`src/rtl/sensor_stream_scheduler_pkg.sv`:
```
// Shared sizes, state encoding and frame header layout for the sensor stream scheduler.
package sensor_stream_scheduler_pkg;

    localparam int unsigned NUM_STREAMS  = 8;
    localparam int unsigned ID_WIDTH     = 3;
    localparam int unsigned DATA_WIDTH   = 110;
    localparam int unsigned NUM_BYTES    = 14;
    localparam int unsigned SHIFT_WIDTH  = NUM_BYTES * 8;
    localparam int unsigned CNT_WIDTH    = 4;
    localparam int unsigned FRAMES_WIDTH = 16;

    localparam logic [3:0] HDR_TAG = 4'hA;

    typedef enum logic [1:0] {
        ST_IDLE   = 2'd0,
        ST_SETTLE = 2'd1,
        ST_HEADER = 2'd2,
        ST_DATA   = 2'd3
    } state_t;

    // Header byte: tag nibble, one reserved zero bit, stream id.
    typedef struct packed {
        logic [3:0]          tag;
        logic                rsvd;
        logic [ID_WIDTH-1:0] id;
    } header_t;

    function automatic logic [7:0] make_header(input logic [ID_WIDTH-1:0] id);
        header_t h;
        h.tag  = HDR_TAG;
        h.rsvd = 1'b0;
        h.id   = id;
        return h;
    endfunction

endpackage

```
`src/rtl/rr_priority_pick.sv`:
```
// Combinational round-robin finder: first set request bit at or above start, wrapping.
module rr_priority_pick
    import sensor_stream_scheduler_pkg::*;
(
    input  logic [NUM_STREAMS-1:0] request,
    input  logic [ID_WIDTH-1:0]    start,
    output logic [ID_WIDTH-1:0]    grant_id,
    output logic                   any
);

    logic [ID_WIDTH-1:0] w_idx;
    logic                w_found;

    always_comb begin
        grant_id = '0;
        w_idx    = '0;
        w_found  = 1'b0;
        any      = |request;
        for (int k = 0; k < NUM_STREAMS; k++) begin
            w_idx = ID_WIDTH'(start + ID_WIDTH'(k));
            if (!w_found && request[w_idx]) begin
                grant_id = w_idx;
                w_found  = 1'b1;
            end
        end
    end

endmodule

```
`src/rtl/sensor_stream_scheduler.sv`:
```
// Round-robin scheduler: grants one ready ion stream, captures its word and
// streams it out as a 15-byte frame (header + 14 data bytes, MSB first).
module sensor_stream_scheduler
    import sensor_stream_scheduler_pkg::*;
(
    input  logic                    clock,
    input  logic                    resetn,
    input  logic [NUM_STREAMS-1:0]  stream_ready,
    input  logic [NUM_STREAMS-1:0]  enable_mask,
    input  logic [DATA_WIDTH-1:0]   stream_data,
    output logic [ID_WIDTH-1:0]     stream_sel,
    output logic [NUM_STREAMS-1:0]  stream_ack,
    output logic [7:0]              byte_out,
    output logic                    byte_valid,
    input  logic                    byte_accept,
    output logic                    busy,
    output logic [FRAMES_WIDTH-1:0] frames_sent
);

    state_t                  r_state;
    logic [ID_WIDTH-1:0]     r_rr_ptr;
    logic [ID_WIDTH-1:0]     r_stream_sel;
    logic [NUM_STREAMS-1:0]  r_stream_ack;
    logic [SHIFT_WIDTH-1:0]  r_shift;
    logic [CNT_WIDTH-1:0]    r_byte_cnt;
    logic [7:0]              r_byte_out;
    logic                    r_byte_valid;
    logic                    r_busy;
    logic [FRAMES_WIDTH-1:0] r_frames_sent;

    logic [NUM_STREAMS-1:0]  w_eligible;
    logic [ID_WIDTH-1:0]     w_pick_id;
    logic                    w_pick_any;
    logic                    w_last_byte;

    assign w_eligible  = stream_ready & enable_mask;
    assign w_last_byte = (r_byte_cnt == CNT_WIDTH'(NUM_BYTES - 1));

    rr_priority_pick u_pick (
        .request  (w_eligible),
        .start    (r_rr_ptr),
        .grant_id (w_pick_id),
        .any      (w_pick_any)
    );

    always_ff @(posedge clock or negedge resetn) begin
        if (!resetn) begin
            r_state       <= ST_IDLE;
            r_rr_ptr      <= '0;
            r_stream_sel  <= '0;
            r_stream_ack  <= '0;
            r_shift       <= '0;
            r_byte_cnt    <= '0;
            r_byte_out    <= '0;
            r_byte_valid  <= 1'b0;
            r_busy        <= 1'b0;
            r_frames_sent <= '0;
        end else begin
            // Ack is a single-cycle pulse; only SETTLE raises it.
            r_stream_ack <= '0;
            case (r_state)
                ST_IDLE: begin
                    if (w_pick_any) begin
                        r_stream_sel <= w_pick_id;
                        r_busy       <= 1'b1;
                        r_state      <= ST_SETTLE;
                    end
                end
                ST_SETTLE: begin
                    if (!stream_ready[r_stream_sel]) begin
                        r_busy  <= 1'b0;
                        r_state <= ST_IDLE;
                    end else begin
                        r_shift      <= SHIFT_WIDTH'(stream_data);
                        r_stream_ack <= NUM_STREAMS'(1) << r_stream_sel;
                        r_byte_out   <= make_header(r_stream_sel);
                        r_byte_valid <= 1'b1;
                        r_state      <= ST_HEADER;
                    end
                end
                ST_HEADER: begin
                    if (byte_accept) begin
                        r_byte_out <= r_shift[SHIFT_WIDTH-1 -: 8];
                        r_byte_cnt <= '0;
                        r_state    <= ST_DATA;
                    end
                end
                ST_DATA: begin
                    if (byte_accept) begin
                        if (w_last_byte) begin
                            r_byte_out    <= '0;
                            r_byte_valid  <= 1'b0;
                            r_busy        <= 1'b0;
                            r_rr_ptr      <= ID_WIDTH'(r_stream_sel + ID_WIDTH'(1));
                            r_frames_sent <= FRAMES_WIDTH'(r_frames_sent + FRAMES_WIDTH'(1));
                            r_state       <= ST_IDLE;
                        end else begin
                            // Present the next byte now so byte_out tracks the shifted MSB byte.
                            r_shift    <= r_shift << 8;
                            r_byte_out <= r_shift[SHIFT_WIDTH-9 -: 8];
                            r_byte_cnt <= CNT_WIDTH'(r_byte_cnt + CNT_WIDTH'(1));
                        end
                    end
                end
                default: r_state <= ST_IDLE;
            endcase
        end
    end

    assign stream_sel  = r_stream_sel;
    assign stream_ack  = r_stream_ack;
    assign byte_out    = r_byte_out;
    assign byte_valid  = r_byte_valid;
    assign busy        = r_busy;
    assign frames_sent = r_frames_sent;

endmodule

```
`config.mk`:
```
export PLATFORM = sky130hd
export DESIGN_NAME = sensor_stream_scheduler
export DESIGN_NICKNAME = d
export VERILOG_FILES = /design/src/rtl/sensor_stream_scheduler_pkg.sv /design/src/rtl/rr_priority_pick.sv /design/src/rtl/sensor_stream_scheduler.sv
export SDC_FILE = /design/constraint.sdc
export NUM_CORES = 1
export LEC_CHECK = 0
export CORE_MARGIN = 10
export CORE_UTILIZATION = 48
export CTS_CLUSTER_SIZE = 16
export DETAILED_ROUTE_END_ITERATION = 8
export PLACE_DENSITY_LB_ADDON = 0.1
export SETUP_SLACK_MARGIN = 0.02
export SYNTH_ARGS = -nofsm -noshare
export SYNTH_HDL_FRONTEND = slang
export SYNTH_HIERARCHICAL = 1
export SYNTH_SLANG_ARGS = --single-unit
```
`constraint.sdc`:
```
create_clock -name clock -period 2.7 [get_ports clock]
set_clock_uncertainty 0.15 [all_clocks]
set_input_delay 0.405 -clock clock [delete_from_list [all_inputs] [get_ports clock]]
set_output_delay 0.405 -clock clock [all_outputs]
set_load 0.02 [all_outputs]
```
==> flow_metrics.py, run 1 <==
metrics = {
    "critical_path": {
        "worst_path_most_repeated_cell": "sky130_fd_sc_hd__buf_4",
        "critPathRequiredTime_ns": 2.87,
        "startpoint_type_of_the_worst_setup_path": "flop",
        "rr_startpoint": "r_rr_ptr[0]$_DFFE_PN0P_",
        "rrSetupSlack_ns": -0.29,
        "critical_path_buf_inv_count": 2,
        "r2r-end": "stream_sel[0]$_DFFE_PN0P_",
        "critPathMaxFanout": 6,
        "worst_setup_path_end_kind": "flop",
        "timing.critical_path.cells": "buf_4, ha_2, buf_4, mux2i_1, mux4_2, a32o_2, nand2_2, nor3_1, o32a_1, mux2_4",
        "worst-setup-path-type": "reg -> reg",
        "reg2regPathDepth": 10,
        "crit_path_top_delay_cell": "sky130_fd_sc_hd__mux4_2",
        "critical_path_arrival_ns": 3.16,
        "cp_slowest_stage_delay_ns": 0.51,
        "path_delay_family": "multiplexers",
    },
    "clock_tree": {
        "clock_latency_ns": 0.43,
        "cts_tree": "yes",
        "cts_max_level": 4,
        "cts_made_buffers": 17,
        "numClockSinks": 158,
        "buffer_cell_driving_the_clock_tree_root": "sky130_fd_sc_hd__clkbuf_16",
        "cts.reportedPaths.clkPinSlew_ns": 0.07,
        "max-clock-path-buffers": 2,
    },
    "global_route": {
        "grt_first_pass_wirelength_mm": 38.65,
        "first_global_vias": 7125,
        "gr-usage-all-layers_pct": 19.86,
        "grt_max_degree": 76,
        "grt_antenna_before_repair": 1,
        "grt_remaining_overflow": 0,
    },
    "timing": {
        "drv_slew": 0,
        "slew_headroom_pct": 61.40,
        "final.min_clock_period_ns": 2.995,
        "final_critical_path_setup_slack_ns": -0.2947,
        "worst_slew_pin_slew_ns": 0.5730,
        "rsz0062_at_grt": "true",
        "finalHoldViolations": 0,
        "final.period_utilization_pct": 110.9,
        "max_freq_mhz": 333.9,
        "final_setup_violations": 4,
    },
    "drt": {
        "routed_wire_length_per_instance_um": 20.42,
        "drcViolationCount": 0,
        "finalWirelength_mm": 24.22,
        "first_iter_violations": 293,
        "route.antenna.remaining_nets": 0,
        "dr.pass1.iters": 6,
        "vias": 6505,
        "vias_per_std_cell": 5.485,
    },
    "layout": {
        "finalNonFillerCells": 1186,
        "area.growth.synth_to_final_pct": 34.39,
        "finalNetCount": 1084,
        "drive_above_1_share_pct": 38.97,
        "final_area_um2": 12130,
        "num_antenna_cells": 0,
    },
    "floorplanning": {
        "width_of_the_die_um": 157.1,
        "placeableCoreArea_um2": 18580,
        "initial_core_util_pct": 48.59,
        "die_y_extent_um": 157.1,
        "core.rowCount": 50,
        "floorplan.io_pins": 166,
        "die-area_um2": 24690,
    },
    "synth": {
        "yosys_warnings": 6,
        "syn_inst": 706,
        "yosys_most_used_dff": "sky130_fd_sc_hd__dfrtp_1",
        "synth.yosys.seq_area_share_pct": 43.80,
        "synthesis.area_um2": 9027,
        "postSynthAreaPerCell_um2": 12.79,
        "ys_seq_elements": 158,
        "synth_enable_flop_cells": 0,
        "synth.lib_cells_used.distinct": 63,
        "async_flop_share_pct": 100.0,
        "postSynthNetCount": 851,
    },
    "min_path": {
        "min_from": "r_shift[71]$_DFFE_PN0P_",
        "holdPathEnd": "r_shift[71]$_DFFE_PN0P_",
        "hold-path-cell-count": 1,
        "hp-class": "reg -> reg",
    },
    "placed_design": {
        "dpl-instance-area_um2": 11440,
        "final_weighted_congestion_of_routability_driven_global_placement": 0.8050,
        "io_buffers": 165,
        "place_hpwl_mm": 18.49,
        "placed_cells": 1145,
    },
    "pwr": {
        "cellLeakagePower_uw": 0.005085,
        "powerDensity_nw_per_um2": 1045,
        "ir_drop_v": 0.0006570,
    },
    "run_status": {
        "violations_in_the_final_reports": "negative setup slack",
        "status": "complete, but fails checks",
    },
    "job": {
        "maxCapViolations": 0,
    },
}
-- where the power goes --
part	switching [uW]	total [uW]	leakage (uW)	internal (uW)
Clock	1120	2350	0.000280	1230
Sequential	634	4040	0.00194	3400
Combinational	2640	6290	0.00287	3650
-- layer usage --
metal,vias up,track usage [%],routed length (um)
met5,-,0,0
met4,0,5.120,352
met3,26,5.568,1178
met2,139,34.41,12360
met1,3276,23.78,10330
li1,3064,-,-
-- cell usage after synthesis, types with 2 or more instances --
library cell               number  area share (%)
sky130_fd_sc_hd__dfrtp_1      158              44
sky130_fd_sc_hd__a32oi_1        2            0.19
sky130_fd_sc_hd__ha_1          16             2.2
sky130_fd_sc_hd__a31o_2         2            0.19
sky130_fd_sc_hd__mux2_1        20             2.5
sky130_fd_sc_hd__a21oi_1       10            0.55
sky130_fd_sc_hd__nor2_1        15            0.62
sky130_fd_sc_hd__nand3_1       15            0.83
sky130_fd_sc_hd__nor2b_1        7            0.49
sky130_fd_sc_hd__a21o_1         2            0.17
sky130_fd_sc_hd__nand2_1       32             1.3
sky130_fd_sc_hd__nor4_1         2            0.14
sky130_fd_sc_hd__mux2_2       204              25
sky130_fd_sc_hd__or3_1          2            0.14
sky130_fd_sc_hd__a22o_2         3            0.33
sky130_fd_sc_hd__buf_4          4            0.33
sky130_fd_sc_hd__buf_2          2            0.11
sky130_fd_sc_hd__mux2i_1       20             2.2
sky130_fd_sc_hd__and4_1         2            0.19
sky130_fd_sc_hd__clkbuf_1      26             1.1
sky130_fd_sc_hd__o211ai_1       2            0.17
sky130_fd_sc_hd__buf_8          3            0.50
sky130_fd_sc_hd__nor3_1         5            0.28
sky130_fd_sc_hd__a221oi_1       2            0.19
sky130_fd_sc_hd__xnor2_1       13             1.3
sky130_fd_sc_hd__and3_1         7            0.49
sky130_fd_sc_hd__nand2b_1       3            0.21
sky130_fd_sc_hd__a211oi_1       2            0.17
sky130_fd_sc_hd__a221o_2        2            0.25
sky130_fd_sc_hd__buf_6          8             1.0
sky130_fd_sc_hd__o21ai_0       12            0.67
sky130_fd_sc_hd__mux4_1        10             2.9
sky130_fd_sc_hd__and2_1        13            0.90
sky130_fd_sc_hd__nand4_1        8            0.55
sky130_fd_sc_hd__a31oi_1        5            0.35
sky130_fd_sc_hd__xor2_1         3            0.29
sky130_fd_sc_hd__inv_1         16            0.67
sky130_fd_sc_hd__nand2_2        2            0.14
sky130_fd_sc_hd__a222oi_1       2            0.22
sky130_fd_sc_hd__o31ai_1        3            0.25
sky130_fd_sc_hd__mux4_2         7             1.7
sky130_fd_sc_hd__a22o_1        12             1.2
sky130_fd_sc_hd__o22ai_1        2            0.14
-- per-stage QoR --
step / util (%) / hold slack, ns / power, uW / setup TNS (ns) / setup slack [ns]
floorplan: - / -0.04059 / 8245 / -0.6807 / -0.2687
global route: 65.29 / 0.3499 / 13450 / -3.802 / -0.4211
CTS: 65.12 / 0.3356 / 12740 / -0.6649 / -0.2652
global placement: 61.57 / 0.2607 / 9960 / -18.27 / -0.5469
finish: 65.29 / 0.3347 / 12670 / -0.7055 / -0.2947
detailed placement: 61.57 / 0.2663 / 10190 / -26.52 / -0.5787
-- layout by cell type, fill, tap and decap left out, drive strengths merged, types with 16 or more instances in the layout --
| cell type | instances |
|---|---|
| dfrtp | 158 |
| mux2i | 22 |
| nand2 | 34 |
| inv | 24 |
| ha | 16 |
| clkdlybuf4s50 | 164 |
| buf | 94 |
| mux2 | 224 |
| clkbuf | 18 |
| mux4 | 17 |
-- what timing repair did --
item / CTS / global route
hold endpoints to repair: 50 / 0
pin swaps: 8 / 3
cloned: 0 / 0
resized for setup: 17 / 6
setup buffers: 5 / 3
endpoints found under the setup margin: 29 / 97
hold buffers: 1 / 0
-- registers in the layout, summed over array words and instances (netlist names), named ones only --
signal	count
r_shift	112
frames_sent	16
byte_out	8
stream_ack	8
r_byte_cnt	4
r_rr_ptr	3
stream_sel	3
busy	1
byte_valid	1
r_state	1
-- logic make-up (layout without fill, tap and decap cells) --
group / after synthesis / in the layout / share of synthesized area, %
multiplexers: 263 / 263 / 35.22
AND/OR/NAND/NOR: 117 / 117 / 6.764
XOR/XNOR: 17 / 17 / 1.733
buffers and inverters: 62 / 308 / 4.047
adder cells (fa/ha/maj): 16 / 16 / 2.218
AO/OA/AOI/OAI: 73 / 73 / 6.223
flip-flops: 158 / 158 / 43.80
-- worst max path at each step --
stage | endpoint | depth (start not counted) | startpoint
final | stream_sel[0]$_DFFE_PN0P_ | 10 | r_rr_ptr[0]$_DFFE_PN0P_
after detailed placement | stream_sel[2]$_DFFE_PN0P_ | 10 | stream_ready[7]
after global routing | stream_sel[2]$_DFFE_PN0P_ | 10 | r_rr_ptr[0]$_DFFE_PN0P_
after global placement | stream_sel[2]$_DFFE_PN0P_ | 11 | stream_ready[4]
after floorplan | stream_sel[0]$_DFFE_PN0P_ | 11 | r_rr_ptr[0]$_DFFE_PN0P_
after CTS | stream_sel[2]$_DFFE_PN0P_ | 10 | r_rr_ptr[0]$_DFFE_PN0P_
-- area by class of cell --
type / count / area [um2]
Clock buffer: 18 / 429.2
Clock inverter: 14 / 146.4
Fill cell: 1382 / 6449
Inverter: 17 / 67.56
Multi-Input combinational cell: 486 / 4761
Sequential cell: 158 / 3955
Tap cell: 234 / 292.8
Timing Repair Buffer: 259 / 2480
(Power assumes the default switching activity.)
==> inputs of run 2 (changes only) <==
Settings changed: CELL_PAD_IN_SITES_DETAIL_PLACEMENT from default to 1, CELL_PAD_IN_SITES_GLOBAL_PLACEMENT from default to 2, CORE_UTILIZATION 48 to 32.
==> flow_metrics.py, run 2 (synthesis results as in run 1) <==
metrics = {
    "timing": {
        "drv_slew": 0,
        "final.period_utilization_pct": 106.4,
        "finalHoldViolations": 0,
        "final_setup_violations": 3,
        "final.min_clock_period_ns": 2.873,
        "rsz0062_at_grt": "true",
        "timing.setup.tns_ns": -0.4614,
        "slew_headroom_pct": 58.87,
        "worst_slew_pin_slew_ns": 0.6169,
        "max_freq_mhz": 348.0,
        "final_critical_path_setup_slack_ns": -0.1734,
    },
    "layout": {
        "layout.cells.most_common": "sky130_fd_sc_hd__mux2_2",
        "layout_common_cells": "sky130_fd_sc_hd__mux2_2 (202), sky130_fd_sc_hd__clkdlybuf4s50_1 (164), sky130_fd_sc_hd__dfrtp_1 (157)",
        "final_area_um2": 12340,
        "largest_reg_flops": 112,
        "num_antenna_cells": 0,
        "drive_above_1_share_pct": 38.30,
        "finalNetCount": 1072,
        "area.growth.synth_to_final_pct": 36.73,
        "register_bank_with_the_most_flops": "r_shift",
    },
    "clock_tree": {
        "clock_latency_ns": 0.43,
        "cts_made_buffers": 17,
        "cts.reportedPaths.clkPinSlew_ns": 0.08,
        "cts_max_level": 4,
        "cts_tree": "yes",
        "max-clock-path-buffers": 2,
        "numClockSinks": 158,
        "buffer_cell_driving_the_clock_tree_root": "sky130_fd_sc_hd__clkbuf_16",
    },
    "run_status": {
        "violations_in_the_final_reports": "negative setup slack",
        "status": "complete, but fails checks",
    },
    "drt": {
        "route.antenna.remaining_nets": 0,
        "vias_per_std_cell": 4.957,
        "vias": 6533,
        "dr.pass1.iters": 4,
        "finalWirelength_mm": 27.20,
        "routed_wire_length_per_instance_um": 20.64,
        "drcViolationCount": 0,
        "first_iter_violations": 265,
    },
    "global_route": {
        "grt_first_pass_wirelength_mm": 43.35,
        "grt_antenna_before_repair": 4,
        "grt_remaining_overflow": 0,
        "gr-usage-all-layers_pct": 15.43,
        "first_global_vias": 7480,
        "grt_max_degree": 69,
    },
    "floorplanning": {
        "placeableCoreArea_um2": 27780,
        "initial_core_util_pct": 32.49,
        "die-area_um2": 35330,
        "floorplan.io_pins": 166,
        "core.rowCount": 61,
        "width_of_the_die_um": 188.0,
        "die_y_extent_um": 188.0,
    },
    "critical_path": {
        "startpoint_type_of_the_worst_setup_path": "flop",
        "critical_path_arrival_ns": 3.04,
        "worst-setup-path-type": "reg -> reg",
        "critPathRequiredTime_ns": 2.86,
        "worst_setup_path_end_kind": "flop",
        "critPathMaxFanout": 5,
    },
    "placed_design": {
        "final_weighted_congestion_of_routability_driven_global_placement": 0.8082,
        "dpl_worst_slack_ns": -0.5822,
        "io_buffers": 165,
        "place_hpwl_mm": 20.52,
        "dpl-instance-area_um2": 11630,
    },
    "pwr": {
        "power_uw": 12920,
        "cellLeakagePower_uw": 0.005062,
        "ir_drop_v": 0.0004444,
        "powerDensity_nw_per_um2": 1047,
    },
    "min_path": {
        "hp-class": "reg -> reg",
    },
    "job": {
        "maxCapViolations": 0,
    },
}
[run 2: changes by cell type in the layout (fill, tap and decap cells not counted), moves of 2 or more]
| cell | previous run | this run |
|---|---|---|
| sky130_fd_sc_hd__buf_6 | 6 | 4 |
| sky130_fd_sc_hd__mux2_4 | 4 | 2 |
| sky130_fd_sc_hd__mux2_2 | 200 | 202 |
| sky130_fd_sc_hd__buf_12 | 8 | 13 |
| sky130_fd_sc_hd__buf_4 | 80 | 65 |
| sky130_fd_sc_hd__inv_6 | 5 | 2 |
| sky130_fd_sc_hd__clkinv_8 | 2 | 6 |
[run 2: power by group]
part	switching (uW)	internal, uW	leakage [uW]	total, uW
combinational	2710	3670	0.00283	6380
clock	1240	1270	0.000298	2510
sequential	630	3400	0.00194	4030
total	4590	8330	0.00506	12900
[run 2: what timing repair did]
| item | CTS | global route |
|---|---|---|
| setup endpoints to repair | 3 | 8 |
| resized for setup | 15 | 6 |
| setup buffers | 2 | 1 |
| pin swaps | 4 | 3 |
| hold buffers | 1 | 0 |
| hold endpoints to repair | 54 | 0 |
[run 2: worst paths after layout]
path                                              from                          end  slack, ns  cells past startpoint
setup / recovery               r_rr_ptr[0]$_DFFE_PN0P_    stream_sel[2]$_DFFE_PN0P_      -0.17                     10
setup reg to reg               r_rr_ptr[0]$_DFFE_PN0P_    stream_sel[2]$_DFFE_PN0P_      -0.17                     10
min in group asynchronous                       resetn    stream_sel[2]$_DFFE_PN0P_       0.37                      2
hold reg to reg            frames_sent[15]$_DFFE_PN0P_  frames_sent[15]$_DFFE_PN0P_       0.34                      1
hold / removal             frames_sent[15]$_DFFE_PN0P_  frames_sent[15]$_DFFE_PN0P_       0.34                      1
max in group asynchronous                       resetn       r_shift[7]$_DFFE_PN0P_       1.32                      3
[run 2: metrics by stage]
stage	cells	hold slack, ns	util, %
detailed placement	1282	0.2904	41.86
floorplan	706	-0.04059	-
global route	1318	0.3535	44.43
finish	1318	0.3362	44.43
global placement	1282	0.2857	41.86
CTS	1317	0.3390	44.30
[run 2: area by class of cell]
class	instances	area, um2
flip-flops and latches	158	3955
clock inverters	15	191.4
repair buffers	247	2445
well taps	378	473.0
fillers	2904	15440
multi-input cells	486	4786
clock buffers	17	425.4
inverters	17	67.56
[run 2: worst max-delay path, cell delays in order, from the launching register on]
cell and delay, ns:
sky130_fd_sc_hd__dfrtp_2 0.43, sky130_fd_sc_hd__clkinvlp_4 0.13, sky130_fd_sc_hd__ha_4 0.34, sky130_fd_sc_hd__buf_6 0.13, sky130_fd_sc_hd__mux4_2 0.38, sky130_fd_sc_hd__a221oi_2 0.25
sky130_fd_sc_hd__a21oi_1 0.07, sky130_fd_sc_hd__a21o_1 0.16, sky130_fd_sc_hd__a222oi_1 0.32, sky130_fd_sc_hd__o31ai_1 0.12, sky130_fd_sc_hd__mux2_2 0.27
[run 2: routing by layer]
metal	wire length (um)	GRT usage, %	share of wire [%]
met1	11710	18.34	43
met2	13940	26.81	51
met3	1159	4.156	4.3
met4	353	4.185	1.3
met5	38	0	0.14
==> inputs of run 3 (changes only) <==
Settings changed: CTS_CLUSTER_SIZE 16 to 20.
==> results of run 3 <==
Final layout, timing and power as in run 2 (identical DEF).
